File: config.mk
export PLATFORM = sky130hd
export DESIGN_NAME = mux_unstriping
export DESIGN_NICKNAME = d
export VERILOG_FILES = /design/src/rtl/mux_unstriping_pkg.sv /design/src/rtl/unstripe_lane_fifo.sv /design/src/rtl/mux_unstriping.sv
export SDC_FILE = /design/constraint.sdc
export NUM_CORES = 1
export LEC_CHECK = 0
export ABC_AREA = 1
export ABC_CLOCK_PERIOD_IN_PS = 3100
export CELL_PAD_IN_SITES_DETAIL_PLACEMENT = 2
export CELL_PAD_IN_SITES_GLOBAL_PLACEMENT = 2
export CORE_MARGIN = 2
export CORE_UTILIZATION = 38
export CTS_CLUSTER_DIAMETER = 80
export DETAILED_ROUTE_END_ITERATION = 10
export PLACE_DENSITY = 0.8
export SKIP_LAST_GASP = 1
export SLEW_MARGIN = 20
export SYNTH_ARGS = -nofsm -noshare
export SYNTH_HDL_FRONTEND = slang
export SYNTH_SLANG_ARGS = --single-unit
File: constraint.sdc
create_clock -name clk_2f -period 3.1 [get_ports clk_2f]
set_clock_uncertainty 0.1 [all_clocks]
set_input_delay 0.465 -clock clk_2f [delete_from_list [all_inputs] [get_ports clk_2f]]
set_output_delay 0.465 -clock clk_2f [all_outputs]
set_load 0.01 [all_outputs]
File: src/rtl/mux_unstriping_pkg.sv
// Shared constants for the two-lane unstriping merge: lane encodings,
// default FIFO geometry and the reset values of the registered outputs.
package mux_unstriping_pkg;

  localparam logic LANE0 = 1'b0;
  localparam logic LANE1 = 1'b1;

  localparam int DEFAULT_DATA_WIDTH = 32;
  localparam int DEFAULT_FIFO_DEPTH = 4;
  localparam int PTR_W              = $clog2(DEFAULT_FIFO_DEPTH);

  localparam logic DATA_OUT_RST_BIT = 1'b0;
  localparam logic LANE_SEL_RST     = LANE0;

endpackage

File: src/rtl/unstripe_lane_fifo.sv
// Per-lane skew FIFO: registered count, extra-MSB pointers, sticky overflow
// when a word arrives while full and nothing leaves on the same edge.
module unstripe_lane_fifo
  import mux_unstriping_pkg::*;
#(
  parameter int DATA_WIDTH = DEFAULT_DATA_WIDTH,
  parameter int FIFO_DEPTH = DEFAULT_FIFO_DEPTH
) (
  input  logic                  clk_2f,
  input  logic                  reset,
  input  logic                  push,
  input  logic [DATA_WIDTH-1:0] din,
  input  logic                  pop,
  output logic [DATA_WIDTH-1:0] dout,
  output logic                  empty,
  output logic                  full,
  output logic                  overflow
);

  localparam int AW = $clog2(FIFO_DEPTH);
  localparam logic [AW:0] FULL_CNT = (AW+1)'(FIFO_DEPTH);
  localparam logic [AW:0] ONE      = (AW+1)'(1);

  logic [DATA_WIDTH-1:0] mem [FIFO_DEPTH];
  logic [AW:0]           wr_ptr;
  logic [AW:0]           rd_ptr;
  logic [AW:0]           count;
  logic                  do_push;
  logic                  do_pop;

  assign empty   = (count == '0);
  assign full    = (count == FULL_CNT);
  assign do_pop  = pop && !empty;
  // A pop on the same edge frees a slot, so a full FIFO can still accept.
  assign do_push = push && (!full || do_pop);
  assign dout    = mem[rd_ptr[AW-1:0]];

  always_ff @(posedge clk_2f) begin
    if (do_push) begin
      mem[wr_ptr[AW-1:0]] <= din;
    end
  end

  always_ff @(posedge clk_2f) begin
    if (reset) begin
      wr_ptr   <= '0;
      rd_ptr   <= '0;
      count    <= '0;
      overflow <= 1'b0;
    end else begin
      if (do_push) begin
        wr_ptr <= wr_ptr + ONE;
      end
      if (do_pop) begin
        rd_ptr <= rd_ptr + ONE;
      end
      case ({do_push, do_pop})
        2'b10:   count <= count + ONE;
        2'b01:   count <= count - ONE;
        default: count <= count;
      endcase
      if (push && !do_push) begin
        overflow <= 1'b1;
      end
    end
  end

endmodule

File: src/rtl/mux_unstriping.sv
// Merges two striped lanes back into one stream, strictly alternating
// lane 0, lane 1, ... and stalling on the expected lane rather than skipping.
module mux_unstriping
  import mux_unstriping_pkg::*;
#(
  parameter int DATA_WIDTH = DEFAULT_DATA_WIDTH,
  parameter int FIFO_DEPTH = DEFAULT_FIFO_DEPTH
) (
  input  logic                  clk_2f,
  input  logic                  reset,
  input  logic [DATA_WIDTH-1:0] data_in0,
  input  logic                  valid_in_0,
  input  logic [DATA_WIDTH-1:0] data_in1,
  input  logic                  valid_in_1,
  output logic [DATA_WIDTH-1:0] data_out,
  output logic                  valid_out,
  output logic                  overflow_0,
  output logic                  overflow_1,
  output logic                  lane_sel
);

  logic [DATA_WIDTH-1:0] dout0;
  logic [DATA_WIDTH-1:0] dout1;
  logic                  empty0;
  logic                  empty1;
  logic                  full0;
  logic                  full1;
  logic                  pop0;
  logic                  pop1;

  assign pop0 = (lane_sel == LANE0) && !empty0;
  assign pop1 = (lane_sel == LANE1) && !empty1;

  unstripe_lane_fifo #(
    .DATA_WIDTH(DATA_WIDTH),
    .FIFO_DEPTH(FIFO_DEPTH)
  ) u_fifo0 (
    .clk_2f   (clk_2f),
    .reset    (reset),
    .push     (valid_in_0),
    .din      (data_in0),
    .pop      (pop0),
    .dout     (dout0),
    .empty    (empty0),
    .full     (full0),
    .overflow (overflow_0)
  );

  unstripe_lane_fifo #(
    .DATA_WIDTH(DATA_WIDTH),
    .FIFO_DEPTH(FIFO_DEPTH)
  ) u_fifo1 (
    .clk_2f   (clk_2f),
    .reset    (reset),
    .push     (valid_in_1),
    .din      (data_in1),
    .pop      (pop1),
    .dout     (dout1),
    .empty    (empty1),
    .full     (full1),
    .overflow (overflow_1)
  );

  always_ff @(posedge clk_2f) begin
    if (reset) begin
      data_out  <= {DATA_WIDTH{DATA_OUT_RST_BIT}};
      valid_out <= 1'b0;
      lane_sel  <= LANE_SEL_RST;
    end else if (pop0) begin
      data_out  <= dout0;
      valid_out <= 1'b1;
      lane_sel  <= LANE1;
    end else if (pop1) begin
      data_out  <= dout1;
      valid_out <= 1'b1;
      lane_sel  <= LANE0;
    end else begin
      data_out  <= {DATA_WIDTH{DATA_OUT_RST_BIT}};
      valid_out <= 1'b0;
    end
  end

  // Fullness is only needed inside the FIFOs; kept visible for debug probes.
  logic unused_full;
  assign unused_full = full0 ^ full1;

endmodule

==> results of run 1 <==
cell families (layout without fill, tap and decap cells):
kind of cell             after synthesis  after routing  synth area share
XOR/XNOR                               2              2          0.001325
AO/OA/AOI/OAI                         60             60           0.03095
flip-flops                           310            310            0.6633
buffers and inverters                345            474            0.1134
adder cells (fa/ha/maj)               12             12           0.01249
AND/OR/NAND/NOR                      551            551            0.1786
other                                  0              1                 0
final timing paths:
kind	end	slack (ns)	cells after the start
worst max-delay path	u_fifo0.count[2]	0.75	11
worst min-delay path	u_fifo0.wr_ptr[0]	0.36	4
worst min register to register	u_fifo1.overflow	0.36	2
worst max register to register	u_fifo0.count[2]	0.75	11
area by class of cell:
| type | count | share of cell area |
|---|---|---|
| Antenna cell | 1 | 0.0001595 |
| Multi-Input combinational cell | 625 | 0.1895 |
| Tap cell | 455 | 0.03630 |
| Clock buffer | 52 | 0.06581 |
| Inverter | 294 | 0.07108 |
| Timing Repair Buffer | 117 | 0.07291 |
| Sequential cell | 310 | 0.5592 |
| Clock inverter | 11 | 0.005026 |
through the flow:
step             util  hold WS [ns]  total power, mW
4_1_cts        0.4562        0.3444            13.39
2_1_floorplan       -        0.3538            7.934
6_report       0.4563        0.3561            13.22
3_3_place_gp   0.4239        0.3407            9.045
3_5_place_dp   0.4239        0.3519            9.276
5_1_grt        0.4563        0.3788            13.95
synthesized netlist by cell type, drive strengths merged:
cell / n / area share
nand2: 398 / 0.12
a21oi: 47 / 0.026
edfxtp: 256 / 0.58
ha: 10 / 0.0095
inv: 293 / 0.084
o21ai: 13 / 0.0049
fa: 2 / 0.0030
nand4: 2 / 0.00095
nand3: 132 / 0.050
clkinv: 1 / 0.00028
xor2: 2 / 0.0013
dfxtp: 54 / 0.082
buf: 50 / 0.029
clkbuf: 1 / 0.00028
nor2: 19 / 0.0058
layer usage:
metal  up-vias  share of wire  wire (µm)
li1       4199              -          -
met1      4542           0.42      15500
met2       131           0.53      19510
met3        62          0.032       1176
met4         0          0.026        977
met5         -              0          0
worst max-delay path, stage by stage (launching register included):
cell	delay (ns)
dfxtp_1	0.40
nor2_2	0.08
nand2_2	0.09
nand2_4	0.09
inv_8	0.21
ha_1	0.23
inv_1	0.09
fa_1	0.46
nand2_1	0.11
nand3_1	0.11
o21ai_0	0.19
a21oi_1	0.06
state kept, by name (all words and copies together) (netlist names), named ones only:
signal and cells:
lane_sel 1, u_fifo1.mem 128, u_fifo0.overflow 1, u_fifo0.count 3, u_fifo1.wr_ptr 2, u_fifo1.count 3, data_out 32, u_fifo0.wr_ptr 2
u_fifo1.overflow 1, valid_out 1, u_fifo0.mem 128, u_fifo1.rd_ptr 2, u_fifo0.rd_ptr 2
power breakdown:
group | leakage [nW] | switching, mW | internal (mW)
logic | 3.36 | 2.60 | 1.29
registers | 2.79 | 0.258 | 5.05
clock network | 0.546 | 1.63 | 2.39
==> summary.md, run 1 <==
| Metric | Value |
|---|---|
| Via density | `4.790` |
| F_max | `between 400 and 500 MHz` |
| DR iter-0 viols | `a little under 500` |
| Kind of critical path | `reg -> reg` |
| Cell Area, Placed | `0.01457 mm²` |
| Core Area | `between 0.03 and 0.04 mm²` |
| GRT Total Usage | `0.2088` |
| CP required | `3.40 ns` |
| First-pass GRT wire length | `57,610 µm` |
| Postcts setup bufs | `0` |
| Slew HR | `0.3705` |
| Setup crit start kind | `flop` |
| Max-Cap Viols | `0` |
| Fin cells | `1,865` |
| Vias in the first global route | `10,110` |
| Critical Path End Type | `flop` |
| Clock Latency Late Sink | `0.51 ns` |
| Met2 usage | `0.3797` |
| Design area | `0.01569 mm²` |
| Routed wire length per instance | `19.93 µm` |
| Cells after DPL | `1,801` |
| Tcrit/Tclk final | `0.7594` |
| Root Driver | `clkbuf_16` |
| GR Util met1 | `0.2532` |
| Final setup fails | `0` |
| Longest Clk Path Bufs | `3` |
| Largest net degree at the start of global routing | `65` |
| Power per cell area | `842.5 mW/mm²` |
| Most frequent cells in the layout | `nand2_1 (355), inv_1 (285), edfxtp_1 (256), nand3_1 (132), clkdlybuf4s50_1 (102)` |
| Unrepaired setup endpoints after global routing | `no` |
| Total congestion overflow | `0` |
| Yosys cell types | `26` |
| GR Util met3 | `0.03184` |
| Placement Setup Slack | `0.5801 ns` |
| Initial antenna violation count | `1` |
| Post-Syn Instances | `between 1,000 and 1,500` |
| Outcome | `finished clean` |
| Syn. warnings | `0` |
| Gpl congestion | `approximately 0.72` |
| Area growth syn-to-layout | `18.64%` |
| Die H | `about 190 µm` |
| Share of cells above drive strength 1 | `0.1114` |
| DR pass1 iterations | `5` |
| CP max FO | `34` |
| Final slew viol count | `0` |
| CTS buffer count | `35` |
| CTS tree | `done` |
| Hold-fix buffers, CTS | `0` |
| Drt drc | `0` |
| Die ar. | `0.03630 mm²` |
| DP HPWL | `23,840 µm` |
| Sequential cell area | `0.008771 mm²` |
| DR vias | `8,934` |
| Commonest non-fill, non-tap cell in the layout | `nand2_1` |
| HP Class | `in -> reg` |
| IO Port Bufs | `103` |
| Initial Util | `0.3846` |
| Sequential-to-total area share from yosys stat | `0.6633` |
| Arr. time, crit path | `2.66 ns` |
| Routed wire length | `37,160 µm` |
| Final ANT Viol Nets | `0` |
| Avg Cell Area, Syn | `10.33 µm²` |
| Worst VDD drop | `between 0.0004 and 0.0005 V` |
| Hold Fails Final Rpt | `0` |
| Clock-pin slew on the worst setup and hold paths | `roughly 0.06 ns` |
| Synth Cell Area | `~0.013 mm²` |
| Synthesized flop and latch total | `310` |
| P_leak | `6.702 nW` |
| Multi-input logic area | `0.002973 mm²` |
| Setup slack after layout | `0.7458 ns` |
| Num rows | `68` |
| Slew @ Worst Pin | `between 0.9 and 1 ns` |
| Busiest grt layer | `met2` |
| Min Tclk post-route | `approximately 2.4 ns` |
| DIE WIDTH | `190.5 µm` |
| Nets | `1,463` |
| Reg2reg start | `u_fifo0.count[0]` |
| Hold Startpoint | `reset` |
| Clk sinks | `310` |
| Fillers | `3,595` |
| Crit path from | `u_fifo0.count[0]` |
| Post-CTS sizing | `0` |
| Sum Neg Setup Slack | `0 ns` |
| I/O pin total | `104` |
| Post-Syn Nets | `1,360` |
| CTS H-tree depth | `2` |
Note: power is estimated with default switching activity, not from simulation.
==> inputs of run 2 (changes only) <==
--- a/config.mk
+++ b/config.mk
@@ -6,7 +6,7 @@
 export NUM_CORES = 1
 export LEC_CHECK = 0
 export ABC_AREA = 1
-export ABC_CLOCK_PERIOD_IN_PS = 3100
+export ABC_CLOCK_PERIOD_IN_PS = 2300
 export CELL_PAD_IN_SITES_DETAIL_PLACEMENT = 2
 export CELL_PAD_IN_SITES_GLOBAL_PLACEMENT = 2
 export CORE_MARGIN = 2
==> constraint.sdc (replaced) <==
create_clock -name clk_2f -period 2.3 [get_ports clk_2f]
set_clock_uncertainty 0.1 [all_clocks]
set_input_delay 0.345 -clock clk_2f [delete_from_list [all_inputs] [get_ports clk_2f]]
set_output_delay 0.345 -clock clk_2f [all_outputs]
set_load 0.01 [all_outputs]
==> run 2 against run 1 <==
  * Combinational power is 40% higher
  * Clock power is 41% higher
  * Worst setup slack worse by 0.49 ns
  * Final cell count is 0.80% higher
  * Global-route usage is 0.56 points higher
  * Maximum frequency is 15% higher
  * Via count hardly changed
  * Non-clock buffer count is 13 higher
  * Critical path type unchanged
==> summary.md, run 2 (same netlist as run 1, synthesis figures left out) <==
| Metric | Value |
|---|---|
| CTS H-tree depth | `2 (unchanged)` |
| Multi-input logic area | `0.002973 mm² (unchanged)` |
| Arr. time, crit path | `2.40 ns (-0.26 ns)` |
| Placement Setup Slack | `0.07925 ns (-0.5009 ns)` |
| Sequential cell area | `0.008771 mm² (unchanged)` |
| Nets | `1,477 (+0.96%)` |
| Hold-fix buffers, CTS | `0 (unchanged)` |
| Design area | `0.01596 mm² (+1.7%)` |
| Cell Area, Placed | `0.01481 mm² (+1.6%)` |
| Min Tclk post-route | `2.048 ns (-0.3061 ns)` |
| CTS buffer count | `36 (+2.9%)` |
| DR pass1 iterations | `4 (-1)` |
| Vias in the first global route | `10,260 (+1.5%)` |
| HP Class | `in -> reg` |
| Longest Clk Path Bufs | `3 (unchanged)` |
| Fillers | `3,562 (-0.92%)` |
| First-pass GRT wire length | `58,860 µm (+2.2%)` |
| Sum Neg Setup Slack | `0 ns (unchanged)` |
| DR iter-0 viols | `369 (-24%)` |
| Most frequent cells in the layout | `nand2_1 (355), inv_1 (285), edfxtp_1 (256), nand3_1 (132), clkdlybuf4s50_1 (102)` |
| Hold Startpoint | `reset` |
| Setup slack after layout | `0.2520 ns (-0.4939 ns)` |
| Total congestion overflow | `0 (unchanged)` |
| GR Util met1 | `0.2581 (+0.004841)` |
| # diodes | `0 (-1)` |
| CP max FO | `6 (-82%)` |
| P_leak | `6.826 nW (+1.8%)` |
| Worst VDD drop | `0.0006753 V (+52%)` |
| GRT Total Usage | `0.2144 (+0.005573)` |
| Outcome | `finished clean` |
| Met2 usage | `0.3947 (+0.01497)` |
| Utilization after layout | `0.4643 (+0.007936)` |
| Core Area | `0.03437 mm² (unchanged)` |
| Max-Cap Viols | `0 (unchanged)` |
| Unrepaired setup endpoints after global routing | `no` |
| Clk sinks | `310 (unchanged)` |
| Cells after DPL | `1,814 (+0.72%)` |
| Drt drc | `0 (unchanged)` |
| DIE WIDTH | `190.5 µm (unchanged)` |
| Final ANT Viol Nets | `0 (unchanged)` |
| DR vias | `8,933 (-0.011%)` |
| Slew @ Worst Pin | `0.5725 ns (-0.3706 ns)` |
| Tcrit/Tclk final | `0.8904 (+0.1310)` |
| Num rows | `68 (unchanged)` |
| Crit path from | `u_fifo1.count[2]` |
| Final setup fails | `0 (unchanged)` |
| Busiest grt layer | `met2` |
| Hold Fails Final Rpt | `0 (unchanged)` |
| Critical Path End Type | `flop` |
| Area growth syn-to-layout | `20.71%` |
| CP required | `2.65 ns (-0.75 ns)` |
| Post-CTS sizing | `0 (unchanged)` |
| Fin cells | `1,880 (+0.80%)` |
| Die H | `190.5 µm (unchanged)` |
| Reg2reg start | `u_fifo1.count[2]` |
| Final slew viol count | `0 (unchanged)` |
| Clock Latency Late Sink | `0.53 ns (+0.02 ns)` |
| Routed wire length | `37,900 µm (+2.0%)` |
| Hold slack | `0.2303 ns (-0.1258 ns)` |
| Gpl congestion | `0.7288 (+0.94%)` |
| CTS tree | `done` |
| Share of cells above drive strength 1 | `0.1221 (+0.01068)` |
| Setup crit start kind | `flop` |
| DP HPWL | `24,750 µm (+3.8%)` |
| Routed wire length per instance | `20.16 µm (+1.2%)` |
| Initial antenna violation count | `0 (-1)` |
| Kind of critical path | `reg -> reg` |
| F_max | `488.3 MHz (+15%)` |
| Total power | `18.29 mW (+38%)` |
| IO Port Bufs | `103 (unchanged)` |
| Largest net degree at the start of global routing | `65 (unchanged)` |
| Postcts setup bufs | `0 (unchanged)` |
| Via density | `4.752 (-0.81%)` |
| Die ar. | `0.03630 mm² (unchanged)` |
| Power per cell area | `1146 mW/mm² (+36%)` |
| Commonest non-fill, non-tap cell in the layout | `nand2_1` |
| GR Util met3 | `0.03092 (-0.0009201)` |
| Clock-pin slew on the worst setup and hold paths | `0.06 ns (about the same)` |
| Slew HR | `0.6183 (+0.2478)` |
| I/O pin total | `104 (unchanged)` |
| Root Driver | `clkbuf_16` |
| Initial Util | `0.3846 (unchanged)` |
-- run 2: cell types whose count changed in the layout (fill, tap and decap cells not counted), sizes merged --
cell and delta:
buf +13, clkbuf -9, clkinv +6, inv +3, bufinv +2, clkinvlp +1
diode -1
-- run 2: worst paths after layout --
kind | to | slack (ns) | cells past startpoint
min | u_fifo1.wr_ptr[1] | 0.23 | 4
max | u_fifo1.count[2] | 0.25 | 12
max reg2reg | u_fifo1.count[2] | 0.25 | 12
min reg2reg | u_fifo1.overflow | 0.35 | 2
-- run 2: cell type report --
type                       instances  share of cell area
sequential                       310              0.5496
multi-input combinational        625              0.1863
timing repair buffer             130             0.08640
inverter                         294             0.06978
clock buffer                      43             0.06006
tap                              455             0.03568
clock inverter                    23             0.01215
-- run 2: worst max-delay path, cell delays in order, from the launching register on --
cell and delay [ns]:
dfxtp_1 0.36, inv_1 0.10, nand2_2 0.10, nand2_4 0.08
inv_4 0.07, ha_1 0.17, inv_1 0.09, fa_1 0.44
inv_1 0.09, nand2_1 0.06, nand3_1 0.10, o21ai_0 0.08
a21oi_1 0.14
-- run 2: routing by layer --
metal  vias to the layer above  part of all wire
li1                       4230                 -
met1                      4496              0.42
met2                       139              0.52
met3                        68             0.034
met4                         0             0.026
met5                         -                 0
-- run 2: where the power goes --
group	total, mW	leakage [nW]	switching, mW	internal (mW)
sequential	7.18	2.79	0.380	6.80
clock	5.65	0.567	2.33	3.32
combinational	5.46	3.46	3.55	1.91
total	18.3	6.83	6.26	12.0
